## src/rtl/imem_fetch_ctrl.sv

```systemverilog
`default_nettype none
// ============================================================================
// Module   : imem_fetch_ctrl
// Brief    : PC owner and prefetch FIFO filler for a single-cycle instruction
//            memory. Shares the memory read port with a debug/loader reader.
//            Optional macro FETCH_CNT_EN adds the fetch_cnt push counter.
// Revision : 1.0 - initial release
// ============================================================================
module imem_fetch_ctrl #(
    parameter logic [31:0] RESET_PC   = 32'h0000_0000,
    parameter int          FIFO_DEPTH = 2
) (
    input  logic        clk,
    input  logic        rst,
    input  logic        start,
    output logic [31:0] imem_addr,
    input  logic [31:0] imem_rdata,
    input  logic        redirect_valid,
    input  logic [31:0] redirect_pc,
    output logic        out_valid,
    input  logic        out_ready,
    output logic [31:0] out_instr,
    output logic [31:0] out_pc,
    input  logic        dbg_req,
    input  logic [31:0] dbg_addr,
    output logic        dbg_ack,
    output logic [31:0] dbg_rdata
`ifdef FETCH_CNT_EN
    ,
    output logic [31:0] fetch_cnt
`endif
);

    localparam int                 c_PTR_W = $clog2(FIFO_DEPTH);
    localparam int                 c_CNT_W = c_PTR_W + 1;
    localparam logic [c_CNT_W-1:0] c_DEPTH = c_CNT_W'(FIFO_DEPTH);

    typedef enum logic [1:0] {
        S_IDLE = 2'd0,
        S_RUN  = 2'd1,
        S_DBG  = 2'd2
    } state_t;

    state_t               r_state, w_state_nxt;
    state_t               r_ret, w_ret_nxt;
    logic [31:0]          r_pc;
    logic [31:0]          r_pc_q  [FIFO_DEPTH];
    logic [31:0]          r_ins_q [FIFO_DEPTH];
    logic [c_PTR_W-1:0]   r_wr_ptr, r_rd_ptr;
    logic [c_CNT_W-1:0]   r_count;
    logic                 r_dbg_ack;
    logic [31:0]          r_dbg_rdata;

    logic                 w_fetch, w_flush, w_pop, w_space, w_dbg_ok;
    logic                 w_unused;

    assign w_unused  = ^{dbg_addr[1:0], redirect_pc[1:0]};
    assign out_valid = (r_count != '0);
    assign out_pc    = out_valid ? r_pc_q[r_rd_ptr]  : '0;
    assign out_instr = out_valid ? r_ins_q[r_rd_ptr] : '0;
    assign dbg_ack   = r_dbg_ack;
    assign dbg_rdata = r_dbg_rdata;

    always_ff @(posedge clk or negedge rst) begin
        if (!rst) begin
            r_state <= S_IDLE;
            r_ret   <= S_IDLE;
        end else begin
            r_state <= w_state_nxt;
            r_ret   <= w_ret_nxt;
        end
    end

    // The ack cycle blocks DBG re-entry, so a held request cannot steal the
    // port twice in a row and the returning RUN cycle always gets its slot.
    always_comb begin
        w_state_nxt = r_state;
        w_ret_nxt   = r_ret;
        w_fetch     = 1'b0;
        w_flush     = 1'b0;
        imem_addr   = r_pc;
        w_pop       = out_valid && out_ready;
        w_space     = (r_count < c_DEPTH) || w_pop;
        w_dbg_ok    = dbg_req && !redirect_valid && !r_dbg_ack;
        case (r_state)
            S_IDLE: begin
                if (w_dbg_ok) begin
                    w_state_nxt = S_DBG;
                    w_ret_nxt   = start ? S_RUN : S_IDLE;
                end else if (start) begin
                    w_state_nxt = S_RUN;
                end
            end
            S_RUN: begin
                w_flush = redirect_valid;
                w_fetch = !redirect_valid && w_space;
                if (w_dbg_ok) begin
                    w_state_nxt = S_DBG;
                    w_ret_nxt   = S_RUN;
                end
            end
            S_DBG: begin
                imem_addr   = {dbg_addr[31:2], 2'b00};
                w_flush     = redirect_valid;
                w_state_nxt = r_ret;
            end
            default: w_state_nxt = S_IDLE;
        endcase
    end

    always_ff @(posedge clk or negedge rst) begin
        if (!rst) begin
            r_pc <= RESET_PC;
        end else if (redirect_valid) begin
            r_pc <= {redirect_pc[31:2], 2'b00};
        end else if (w_fetch) begin
            r_pc <= r_pc + 32'd4;
        end
    end

    always_ff @(posedge clk or negedge rst) begin
        if (!rst) begin
            r_wr_ptr <= '0;
            r_rd_ptr <= '0;
            r_count  <= '0;
            for (int i = 0; i < FIFO_DEPTH; i++) begin
                r_pc_q[i]  <= '0;
                r_ins_q[i] <= '0;
            end
        end else if (w_flush) begin
            r_wr_ptr <= '0;
            r_rd_ptr <= '0;
            r_count  <= '0;
        end else begin
            if (w_fetch) begin
                r_pc_q[r_wr_ptr]  <= r_pc;
                r_ins_q[r_wr_ptr] <= imem_rdata;
                r_wr_ptr          <= r_wr_ptr + c_PTR_W'(1);
            end
            if (w_pop) begin
                r_rd_ptr <= r_rd_ptr + c_PTR_W'(1);
            end
            r_count <= r_count + c_CNT_W'(w_fetch) - c_CNT_W'(w_pop);
        end
    end

    always_ff @(posedge clk or negedge rst) begin
        if (!rst) begin
            r_dbg_ack   <= 1'b0;
            r_dbg_rdata <= '0;
        end else begin
            r_dbg_ack <= (r_state == S_DBG);
            if (r_state == S_DBG) begin
                r_dbg_rdata <= imem_rdata;
            end
        end
    end

`ifdef FETCH_CNT_EN
    logic [31:0] r_fetch_cnt;

    always_ff @(posedge clk or negedge rst) begin
        if (!rst) begin
            r_fetch_cnt <= '0;
        end else if (w_fetch) begin
            r_fetch_cnt <= r_fetch_cnt + 32'd1;
        end
    end

    assign fetch_cnt = r_fetch_cnt;
`endif

endmodule
`default_nettype wire

```

## config.mk

```make
export PLATFORM = sky130hd
export DESIGN_NAME = imem_fetch_ctrl
export DESIGN_NICKNAME = d
export VERILOG_FILES = /design/src/rtl/imem_fetch_ctrl.sv
export SDC_FILE = /design/constraint.sdc
export NUM_CORES = 1
export LEC_CHECK = 0
export CORE_AREA = 2 2 125 127
export CTS_BUF_LIST = sky130_fd_sc_hd__clkbuf_8 sky130_fd_sc_hd__clkbuf_16
export DETAILED_ROUTE_END_ITERATION = 10
export DIE_AREA = 0 0 127 129
export DONT_BUFFER_PORTS = 1
export PLACE_DENSITY = 0.8
export RECOVER_POWER = 100
export SYNTH_ARGS = -nofsm -noshare
export SYNTH_HDL_FRONTEND = slang
export SYNTH_SLANG_ARGS = --single-unit
```

## constraint.sdc

```tcl
create_clock -name clk -period 3.73 [get_ports clk]
set_input_delay 0.5595 -clock clk [delete_from_list [all_inputs] [get_ports clk]]
set_output_delay 0.5595 -clock clk [all_outputs]
set_load 0.01 [all_outputs]
```

==> flow_metrics.tcl <==
set metrics [dict create \
    antenna_found_initial 0 \
    post-route-period-util_pct 81.49 \
    synthArstFlopShare_pct 100.0 \
    ys_warn_count 0 \
    die_x_um 127 \
    synthFlopType "dfrtp_1" \
    track_usage_pct 26.14 \
    cap_violations 0 \
    rsz0062_at_grt "no" \
    core-area_um2 14980 \
    cts_made_buffers 17 \
    synthCells 824 \
    seqCellArea_um2 4858 \
    crit_start "r_state[1]" \
    grt_start_max_net_pins 195 \
    violations "negative hold slack" \
    slowest_delay_ns 0.84 \
    cts_tree "built" \
    gp_congestion 0.7950 \
    multi_input_area_um2 4447 \
    via_per_inst 6.512 \
    grt_use_met2_pct 46.08 \
    p_sw_mw 3.168 \
    die_y_um 129 \
    power_leakage_nw 4.318 \
    setup_viol 0 \
    whs_ns -0.1817 \
    end_kind "flip-flop" \
    first_global_vias 6830 \
    pwr-share-comb_pct 35.5 \
    initial_core_util_pct 64.34 \
    fin_skew_ns 0.007232 \
    critPathKind "flip-flop to flip-flop" \
    post_cts_buffers 0 \
    syn_area_per_cell_um2 11.70 \
    grt-busiest-layer "met2" \
    first_iter_violations 445 \
    grt_pass1_wl_um 33860 \
    finalHoldViolCount 194 \
    vias 6427 \
    diodes 0 \
    port-buffer-count 0 \
    drive_gt1_share_pct 24.91 \
    pwr-share-clk_pct 20.8 \
    cp_data_required_time_ns 4.04 \
    holdCritPathClass "input port to asynchronous set/reset pin" \
    intPower_mw 5.443 \
    cp_top_family "buffers and inverters" \
    htreeDepth 4 \
    grt_use_met3_pct 7.027 \
    ys_types 51 \
    yosysSeqAreaShare_pct 50.38 \
    first_pass_iters 6 \
    stdcell_area_um2 10210 \
    synth_edf_count 0 \
    wirelength_um 21470 \
    reg2reg_from "r_state[1]" \
    cts_max_path_buffers 2 \
    final_common_cell "dfrtp_1" \
    swShare_pct 36.79 \
    netlist_area_um2 9637 \
    status "finished with violations" \
    worst_pin_slew_ns 1.452 \
    powerDensity_nw_per_um2 843.3 \
    slew_headroom_pct 3.169 \
    drc_errors 0 \
    crit_arrival_ns 3.35 \
    crit_chain "inv_1, ha_1, clkbuf_1, nand3_1, nor2_4, clkbuf_2, mux2_2" \
    max_freq_mhz 329.0 \
    cp_max_fo 38 \
    cp-start-kind "flip-flop" \
    wire_per_inst_um 21.75 \
    grt-ovfl-total 0 \
    peakVddDrop_v 0.0005334 \
    row_count 45 \
    dp_hpwl_um 14000 \
    critPathSlowestCell "clkbuf_2" \
    clk-insertion-delay-late_ns 0.43 \
    synth-seq-cells 194 \
    final_cell_mix "dfrtp_1, mux2_2, nor2_1" \
    fillers 1067 \
    ant_nets 0 \
    setup_tns_ns 0 \
    clock-root-buffer "clkbuf_16" \
    gr-usage-met1_pct 30.84 \
    clk_pin_slew_ns 0.07 \
    placed_area_um2 9671 \
    cts.sinks 194 \
    period_needed_ns 3.039 \
    area_growth_pct 5.959 \
    drv_slew 0 \
    crit_buf_inv 3 \
    fin_nets 895 \
    dieArea_um2 16380 \
    seq_power_share_pct 43.7 \
    pin_count 232 \
]
area by class of cell:
type | instances | area share (%)
multi-input combinational | 555 | 43.55
sequential | 194 | 47.58
clock inverter | 13 | 1.225
tap | 188 | 2.304
inverter | 10 | 0.3676
timing repair buffer | 8 | 0.5392
clock buffer | 19 | 4.436
timing repair:
| item | in CTS | in global routing |
|---|---|---|
| setup endpoints to repair | 0 | 0 |
| resized for setup | 0 | 0 |
| endpoints found under the hold margin | 194 | 194 |
synth_stat cells, types with 4 or more instances:
master	number	share of area [%]
a21oi_1	9	0.47
a22oi_1	8	0.62
and3_1	6	0.39
buf_1	4	0.16
buf_2	19	0.99
buf_4	10	0.78
clkbuf_1	31	1.2
clkbuf_2	4	0.21
dfrtp_1	194	50
ha_1	7	0.91
inv_1	10	0.39
mux2_2	174	20
mux2i_1	63	6.5
nand2_1	34	1.3
nand3_1	29	1.5
nand4_1	25	1.6
nor2_1	74	2.9
nor2b_1	13	0.84
nor3_1	7	0.36
nor3b_1	4	0.31
nor4_1	5	0.32
o21ai_0	21	1.1
o311ai_0	7	0.64
o31ai_1	15	1.2
xor2_1	8	0.73
through the flow:
| step | power (mW) | hold slack (ns) | util (%) | setup WS, ns | std cells |
|---|---|---|---|---|---|
| after global placement | 6.701 | 0.2701 | 64.57 | 1.135 | 955 |
| after CTS | 8.713 | -0.1921 | 68.43 | 0.8653 | 987 |
| after detailed placement | 6.917 | 0.2682 | 64.57 | 0.9952 | 955 |
| final | 8.611 | -0.1817 | 68.18 | 0.6906 | 987 |
| after floorplan | 6.225 | 0.2639 | - | 1.413 | 827 |
| after global routing | 9.093 | -0.2033 | 68.18 | 0.4442 | 987 |
registers in the layout, indices dropped and copies added, names as in the netlist:
register,flops
r_wr_ptr,1
dbg_ack,1
r_count,2
dbg_rdata,32
r_pc,30
r_ins_q,64
r_pc_q,60
r_ret,1
r_rd_ptr,1
r_state,2
power by group through the flow:
stage / Combinational [mW] / Clock (mW) / Sequential, mW
2_1_floorplan: 2.70 / 0 / 3.52
3_3_place_gp: 2.99 / 0 / 3.72
3_5_place_dp: 3.12 / 0 / 3.79
4_1_cts: 3.13 / 1.82 / 3.77
5_1_grt: 3.32 / 1.89 / 3.88
6_report: 3.05 / 1.79 / 3.76
worst reg2reg max path, cell delays in order, from the launching register on:
cell and delay (ns):
dfrtp_1 0.42, inv_1 0.13, ha_1 0.18, clkbuf_1 0.46
nand3_1 0.29, nor2_4 0.16, clkbuf_2 0.84, mux2_2 0.44
kinds of logic (layout without fill, tap and decap cells):
logic type,Yosys count,in the layout,share of synthesized area (%)
other,1,4,0.03891
XOR/XNOR,11,11,0.9998
adder cells (fa/ha/maj),7,7,0.9088
multiplexers,239,239,27.11
AND/OR/NAND/NOR,217,217,11.40
flip-flops,194,194,50.38
buffers and inverters,78,50,3.726
AO/OA/AOI/OAI,77,77,5.440
routing by layer:
| metal | share of wire [%] | up-vias | routed length, um |
|---|---|---|---|
| li1 | - | 2862 | - |
| met1 | 39 | 3278 | 8402 |
| met2 | 52 | 245 | 11140 |
| met3 | 6.9 | 42 | 1486 |
| met4 | 2.1 | 0 | 448 |
| met5 | 0 | - | 0 |
worst paths after layout:
check,depth (start not counted),to,slack (ns)
min in group clk,2,r_pc[11],0.25
worst max-delay path,7,r_ins_q[38],0.69
max in group asynchronous,0,r_ins_q[0],3.66
worst min-delay path,0,r_pc_q[18],-0.18
worst min register to register,2,r_pc_q[10],0.50
worst max register to register,7,r_ins_q[38],0.69
Note: power is estimated with default switching activity, not from simulation.
